**config.mk**
```make
export PLATFORM = sky130hd
export DESIGN_NAME = vga_timing_ctrl
export DESIGN_NICKNAME = d
export VERILOG_FILES = /design/src/rtl/vga_timing_pkg.sv /design/src/rtl/vga_timing_ctrl_mod_counter.sv /design/src/rtl/vga_timing_ctrl.sv
export SDC_FILE = /design/constraint.sdc
export NUM_CORES = 1
export LEC_CHECK = 0
export BUFFER_PORTS_ARGS = -buffer_cell sky130_fd_sc_hd__buf_2
export CAP_MARGIN = 0
export CORE_ASPECT_RATIO = 1.4
export CORE_MARGIN = 2
export CORE_UTILIZATION = 51
export CTS_CLUSTER_DIAMETER = 30
export DETAILED_ROUTE_END_ITERATION = 10
export PLACE_DENSITY_LB_ADDON = 0.08
export SYNTH_ARGS = -nofsm -noshare
export SYNTH_HDL_FRONTEND = slang
export SYNTH_SLANG_ARGS = --single-unit
```
**constraint.sdc**
```tcl
create_clock -name clk_d -period 1.8 [get_ports clk_d]
set_input_delay 0.36 -clock clk_d [delete_from_list [all_inputs] [get_ports clk_d]]
set_output_delay 0.36 -clock clk_d [all_outputs]
set_load 0.01 [all_outputs]
```
**src/rtl/vga_timing_pkg.sv**
```systemverilog
// Shared timing constants and helpers for the VGA scan timing block.
// Default values describe 640x480 @ 60 Hz on a 25 MHz pixel clock.
package vga_timing_pkg;

    localparam int unsigned CNT_W   = 10;
    localparam int unsigned CNT_MAX = (1 << CNT_W) - 1;

    localparam int unsigned DEF_H_VIS  = 640;
    localparam int unsigned DEF_H_FP   = 16;
    localparam int unsigned DEF_H_SYNC = 96;
    localparam int unsigned DEF_H_BP   = 48;
    localparam int unsigned DEF_V_VIS  = 480;
    localparam int unsigned DEF_V_FP   = 10;
    localparam int unsigned DEF_V_SYNC = 2;
    localparam int unsigned DEF_V_BP   = 33;

    localparam int unsigned DEF_H_TOT = DEF_H_VIS + DEF_H_FP + DEF_H_SYNC + DEF_H_BP;
    localparam int unsigned DEF_V_TOT = DEF_V_VIS + DEF_V_FP + DEF_V_SYNC + DEF_V_BP;

    localparam bit SYNC_ACTIVE_LOW  = 1'b0;
    localparam bit SYNC_ACTIVE_HIGH = 1'b1;

    typedef logic [CNT_W-1:0] cnt_t;

    // Half-open window test: lo <= cnt < hi
    function automatic logic in_window(cnt_t cnt, cnt_t lo, cnt_t hi);
        return (cnt >= lo) && (cnt < hi);
    endfunction

endpackage

```
**src/rtl/vga_timing_ctrl_mod_counter.sv**
```systemverilog
// Modulo-N up-counter with synchronous reset, count enable and terminal-count flag.
module mod_counter
    import vga_timing_pkg::*;
#(
    parameter int unsigned N = 2,
    parameter int unsigned W = CNT_W
) (
    input  logic         clk_d,
    input  logic         rst,
    input  logic         en,
    output logic [W-1:0] count,
    output logic         tc
);

    localparam logic [W-1:0] LAST = W'(N - 1);

    assign tc = (count == LAST);

    always_ff @(posedge clk_d) begin
        if (rst) begin
            count <= '0;
        end else if (en) begin
            count <= tc ? '0 : count + 1'b1;
        end
    end

endmodule

```
**src/rtl/vga_timing_ctrl.sv**
```systemverilog
// VGA scan timing: h/v counters, sync pulses, active-region flag and line/frame strobes.
// Define VGA_SYNC_ALIGN_EN to register hsync/vsync one extra clk_d to match registered RGB.
module vga_timing_ctrl
    import vga_timing_pkg::*;
#(
    parameter int unsigned H_VIS    = DEF_H_VIS,
    parameter int unsigned H_FP     = DEF_H_FP,
    parameter int unsigned H_SYNC   = DEF_H_SYNC,
    parameter int unsigned H_BP     = DEF_H_BP,
    parameter int unsigned V_VIS    = DEF_V_VIS,
    parameter int unsigned V_FP     = DEF_V_FP,
    parameter int unsigned V_SYNC   = DEF_V_SYNC,
    parameter int unsigned V_BP     = DEF_V_BP,
    parameter bit          SYNC_POL = SYNC_ACTIVE_LOW
) (
    input  logic             clk_d,
    input  logic             rst,
    output logic             hsync,
    output logic             vsync,
    output logic             video_on,
    output logic [CNT_W-1:0] pixel_x,
    output logic [CNT_W-1:0] pixel_y,
    output logic             line_end,
    output logic             frame_start
);

    localparam int unsigned H_TOT = H_VIS + H_FP + H_SYNC + H_BP;
    localparam int unsigned V_TOT = V_VIS + V_FP + V_SYNC + V_BP;

    if ((H_TOT > CNT_MAX) || (V_TOT > CNT_MAX) || (H_TOT < 2) || (V_TOT < 1)
        || (H_VIS == 0) || (V_VIS == 0)) begin : g_param_err
        $error("vga_timing_ctrl: timing totals must lie in range and fit the counter width");
    end

    localparam cnt_t H_VIS_C = CNT_W'(H_VIS);
    localparam cnt_t V_VIS_C = CNT_W'(V_VIS);
    localparam cnt_t HS_LO   = CNT_W'(H_VIS + H_FP);
    localparam cnt_t HS_HI   = CNT_W'(H_VIS + H_FP + H_SYNC);
    localparam cnt_t VS_LO   = CNT_W'(V_VIS + V_FP);
    localparam cnt_t VS_HI   = CNT_W'(V_VIS + V_FP + V_SYNC);

    cnt_t h_cnt;
    cnt_t v_cnt;
    logic h_tc;
    logic v_tc;
    logic hs_lvl;
    logic vs_lvl;

    mod_counter #(.N(H_TOT), .W(CNT_W)) u_h_cnt (
        .clk_d (clk_d),
        .rst   (rst),
        .en    (1'b1),
        .count (h_cnt),
        .tc    (h_tc)
    );

    mod_counter #(.N(V_TOT), .W(CNT_W)) u_v_cnt (
        .clk_d (clk_d),
        .rst   (rst),
        .en    (h_tc),
        .count (v_cnt),
        .tc    (v_tc)
    );

    assign pixel_x     = h_cnt;
    assign pixel_y     = v_cnt;
    assign video_on    = (h_cnt < H_VIS_C) && (v_cnt < V_VIS_C);
    assign line_end    = h_tc;
    assign frame_start = (h_cnt == '0) && (v_cnt == '0) && !rst;

    assign hs_lvl = in_window(h_cnt, HS_LO, HS_HI) ? SYNC_POL : ~SYNC_POL;
    assign vs_lvl = in_window(v_cnt, VS_LO, VS_HI) ? SYNC_POL : ~SYNC_POL;

`ifdef VGA_SYNC_ALIGN_EN
    logic hs_q;
    logic vs_q;

    always_ff @(posedge clk_d) begin
        if (rst) begin
            hs_q <= ~SYNC_POL;
            vs_q <= ~SYNC_POL;
        end else begin
            hs_q <= hs_lvl;
            vs_q <= vs_lvl;
        end
    end

    assign hsync = hs_q;
    assign vsync = vs_q;
`else
    assign hsync = hs_lvl;
    assign vsync = vs_lvl;
`endif

    // Both counters must wrap on the same edge at the bottom-right corner
    a_corner_wrap : assert property (@(posedge clk_d) disable iff (rst)
        (h_tc && v_tc) |=> ((h_cnt == '0) && (v_cnt == '0)));

endmodule

```
Word-level counts from Yosys, hierarchy flattened:

Index checks and enable logic that the tools add are counted.

* eq/ne operators: 2
* add/subtract/negate cells: 2
* reductions and logical operators: 9
* magnitude comparators: 6
* multiplexer cells: 3

Operators by type and width (count)
* 10-bit by 1-bit adder with 10-bit output (second input constant): 2
* 10-bit equality test (second input constant): 2
* 10-bit logical NOT: 2
* 10-bit < comparator (second input constant): 2
* 10-bit by 9-bit < comparator with 1-bit output (second input constant): 2
* 10-bit greater-or-equal comparator (second input constant): 1
* 10-bit by 9-bit greater-or-equal comparator with 1-bit output (second input constant): 1
* 10-bit two-way mux: 1
* 1-bit logical AND: 5
* 1-bit two-way mux: 2
* 2-bit OR reduction: 1
* 1-bit logical NOT: 1

* register bits after elaboration: 20
* output and inout bits: 25
* input port bits: 2
* logic and storage cells: 24

Logic depth before layout (Yosys ltp):

* depth after elaboration: 3
* gate-level depth with buffers: 6

By module:

A second synthesis with hierarchy kept.

* cells, all modules: 123
* area total of the unflattened synthesis: 1081.0 µm²

By module, submodules not included
* mod_counter (u_v_cnt): area an instance 509.2 µm², cells each 56, seq. area each 200.2 µm², instances 1
* mod_counter (u_h_cnt): area an instance 464.2 µm², cells each 51, seq. area each 200.2 µm², instances 1
* vga_timing_ctrl: area an instance 107.6 µm², cells each 16, seq. area each 0.0 µm², instances 1

Worst setup path before layout:

No wires, ideal clock.

* kind: flip-flop to output port
* start point: register u_h_cnt.count[5]
* end point: output port frame_start
* stages on the path, launching flop included: 5
* slack: -24 ps
* data required time: 1440 ps
* buffers on the path: 1
* arrival: 1464 ps
* cells stage by stage: dfxtp_1 clkbuf_2 or3_1 nand4b_1 nor4_1

* longest elaborated chain between the ends: 3

Ends and longest elaborated chain
* from (decl): RTL line vga_timing_ctrl_mod_counter.sv:11 `output logic [W-1:0] count,`
* from (signal assigned): RTL line vga_timing_ctrl_mod_counter.sv:23 `count <= tc ? '0 : count + 1'b1;`
* 10-bit logical NOT: RTL line vga_timing_ctrl.sv:69 `assign frame_start = (h_cnt == '0) && (v_cnt == '0) && !rst;`
* 1-bit logical AND (2 in series): RTL line vga_timing_ctrl.sv:69
* to (decl): RTL line vga_timing_ctrl.sv:24 `output logic frame_start`

Every way passes these cells.

Worst setup path in the final report:

* start point: register u_v_cnt.count[9]
* end point: output port frame_start

* longest elaborated chain between the ends: 3

Ends and longest elaborated chain (RTL line)
* from (decl): vga_timing_ctrl_mod_counter.sv:11
* from (signal assigned): vga_timing_ctrl_mod_counter.sv:23
* 10-bit logical NOT: vga_timing_ctrl.sv:69
* 1-bit logical AND (2 in series): vga_timing_ctrl.sv:69

Every way passes these cells.

==> flow_summary_export.csv <==
group,metric,value,unit
clock_tree,clock_latency,290,ps
outcome,violations,"negative setup slack",
yosys,synth_edf_count,0,
sta,setup_tns,-151,ps
sta,worst_pin_slew,412,ps
yosys,ys_ff_latch,20,
sta,finalCriticalPeriod,1920,ps
placement,dpl_cell_area,0.00131,mm²
cells_and_area,n_antenna_cell,0,
yosys,synth_cell_types,37,
power,p_clk_frac,0.289,
hold_path,hp-class,"in2reg",
setup_path,critPathMaxStageDelay,540,ps
yosys,netlist_area,0.00108,mm²
drt,num_vias,1106,
power,ir_drop,0.000368,V
clock_tree,cts_tree,"yes",
drt,routed_wl,2970,µm
clock_tree,numCtsBuffers,3,
die,core_area,0.00197,mm²
setup_path,crit_slowest_cell,"or4_4",
setup_path,arrival,1560,ps
clock_tree,cts.sinks,20,
die,die_area,0.00251,mm²
power,p_leak,0.622,nW
drt,ant_nets,0,
clock_tree,ctsHoldBuffers,0,
setup_path,end_kind,"output port",
sta,finalHoldViolCount,0,
power,p_int,553,µW
power,swShare,0.236,
grt,track_usage,0.259,
drt,drt-vias-per-instance,5.98,
yosys,netlist_instances,122,
cells_and_area,final_cell_area,0.00146,mm²
cells_and_area,final_cell_mix,"25 x buf_2, 15 x nor2_1, 14 x buf_4, 11 x dfxtp_1, 9 x nand3_1",
grt,grt_pass1_vias,1034,
drt,drc,0,
clock_tree,h-tree-depth,1,
power,seqPwrFrac,0.630,
yosys,synth_top_flop_cell,"dfxtp_1",
sta,final.setup.worst_slack,-118,ps
power,powerDensity,496,mW/mm²
yosys,yosysWarnings,0,
setup_path,crit_family,"simple AND/OR/NAND/NOR gates",
power,power_switching,171,µW
die,initial_core_util,0.547,
grt,antenna_found_initial,0,
hold_path,hold_path_depth,3,
setup_path,cp.required,1440,ps
placement,pre_cts_slack,41.6,ps
grt,grt_max_degree,11,
placement,port_buffers,26,
die,die_w,42.9,µm
grt,overflow,0,
setup_path,crit_path_max_fanout,2,
sta,fin_skew,0.887,ps
sta,rsz0062_at_grt,"yes",
setup_path,crit_type,"reg2out",
sta,timing.hold.ws,434,ps
sta,finalSetupViolations,2,
clock_tree,max-clock-path-buffers,2,
die,row_count,19,
job,maxCapViolCount,0,
die,die_y,58.4,µm
drt,drt_iter0_drc,39,
sta,max_freq,0.521,GHz
die,pin_count,27,
clock_tree,root_buffer,"clkbuf_4",
setup_path,start_kind,"register",
cells_and_area,final_common_cell,"buf_2",
setup_path,cp_num_buf_inv,1,
sta,relSlewSlack,0.723,
sta,drv_slew,0,
setup_path,crit_chain,"or4_4, nor4_2, buf_2",
yosys,syn_nets,128,
cells_and_area,area_delta_synth_final,35.1,%
sta,timing.final.crit_share,1.07,
power,combPwrFrac,0.081,
grt,grt_pass1_wl,4910,µm
setup_path,path_depth,3,
drt,dr.pass1.iters,4,
setup_path,r2r_cells,6,
drt,wl_per_cell,16.1,µm
outcome,outcome,"finished, violations left",
placement,post-dp-hpwl,2100,µm
yosys,async_reset_ff_frac,0,
clock_tree,clk_pin_slew,110,ps
placement,place.gp.congestion,0.904,
cells_and_area,drive_gt1_frac,0.433,
yosys,avgSynthCellArea,8.85,µm²
cells_and_area,fin_nets,172,
yosys,ys_seq_area_frac,0.371,
tightest hold or removal path, delay by kind of cell:
| kind | cells | cell delay (ps) |
|---|---|---|
| simple gates | 1 | 60 |
| buf+inv | 2 | 290 |
flip-flops by register name, indices dropped and copies added, names as in the netlist:
signal	cells
u_h_cnt.count	10
u_v_cnt.count	10
what timing repair did:
| action | CTS | global route |
|---|---|---|
| endpoints found under the setup margin | 3 | 4 |
| pin swaps | 1 | 0 |
| setup buffers | 2 | 3 |
| resized for setup | 18 | 9 |
| cloned | 0 | 0 |
worst paths after layout:
| path | slack (ps) | startpoint | to |
|---|---|---|---|
| worst max-delay path | -120 | u_v_cnt.count[9] | frame_start |
| worst min-delay path | 430 | rst | u_h_cnt.count[2] |
| worst max register to register | 80 | u_h_cnt.count[0] | u_v_cnt.count[6] |
| worst min register to register | 510 | u_v_cnt.count[1] | u_v_cnt.count[1] |
cells in the mapped netlist, drive strengths merged, types with 3 or more instances:
cell   instances  area, µm²
dfxtp         20        400
nor2          17       71.3
nand3         11       67.6
inv            8       30.0
xor2           7       61.3
nand4          5       37.5
nor4           5       46.3
xnor2          5       43.8
and3           4       25.0
ha             4       50.1
nand2          4       15.0
o31ai          4       30.0
a21oi          3       15.0
nor3           3       15.0
or4            3       22.5
power by group through the flow:
stage | combinational (mW) | clock, mW | sequential [mW]
floorplan | 0.0234 | 0 | 0.468
global placement | 0.0441 | 0 | 0.466
detailed placement | 0.0451 | 0 | 0.467
CTS | 0.0500 | 0.211 | 0.457
global route | 0.0634 | 0.230 | 0.458
finish | 0.0583 | 0.209 | 0.456
routing by layer:
layer  global-route usage  share of wire
met5                    0              0
met3               0.0337          0.051
met1                0.294           0.39
met4               0.0804          0.021
met2                0.491           0.54
through the flow:
stage / util / total power, mW / std cells
2_1_floorplan: - / 0.491 / 122
3_3_place_gp: 0.663 / 0.510 / 177
3_5_place_dp: 0.663 / 0.512 / 177
4_1_cts: 0.710 / 0.718 / 182
5_1_grt: 0.739 / 0.751 / 185
6_report: 0.739 / 0.724 / 185
final cells by class:
cell class | count | area (µm²)
fill | 175 | 514
timing repair buffer | 41 | 253
multi-input combinational | 92 | 706
inverter | 8 | 32.5
tap | 21 | 26.3
sequential | 20 | 419
clock buffer | 3 | 22.5
cell families after synthesis:
kind of cell | Yosys count | synth area share
muxes | 1 | 0.00927
and+or+nand+nor | 65 | 0.379
DFF | 20 | 0.371
AOI/OAI and AO/OA | 10 | 0.0614
buffers and inverters | 10 | 0.0359
adders and majority gates | 4 | 0.0464
xor gates and xnor gates | 12 | 0.0973
(Power assumes the default switching activity.)
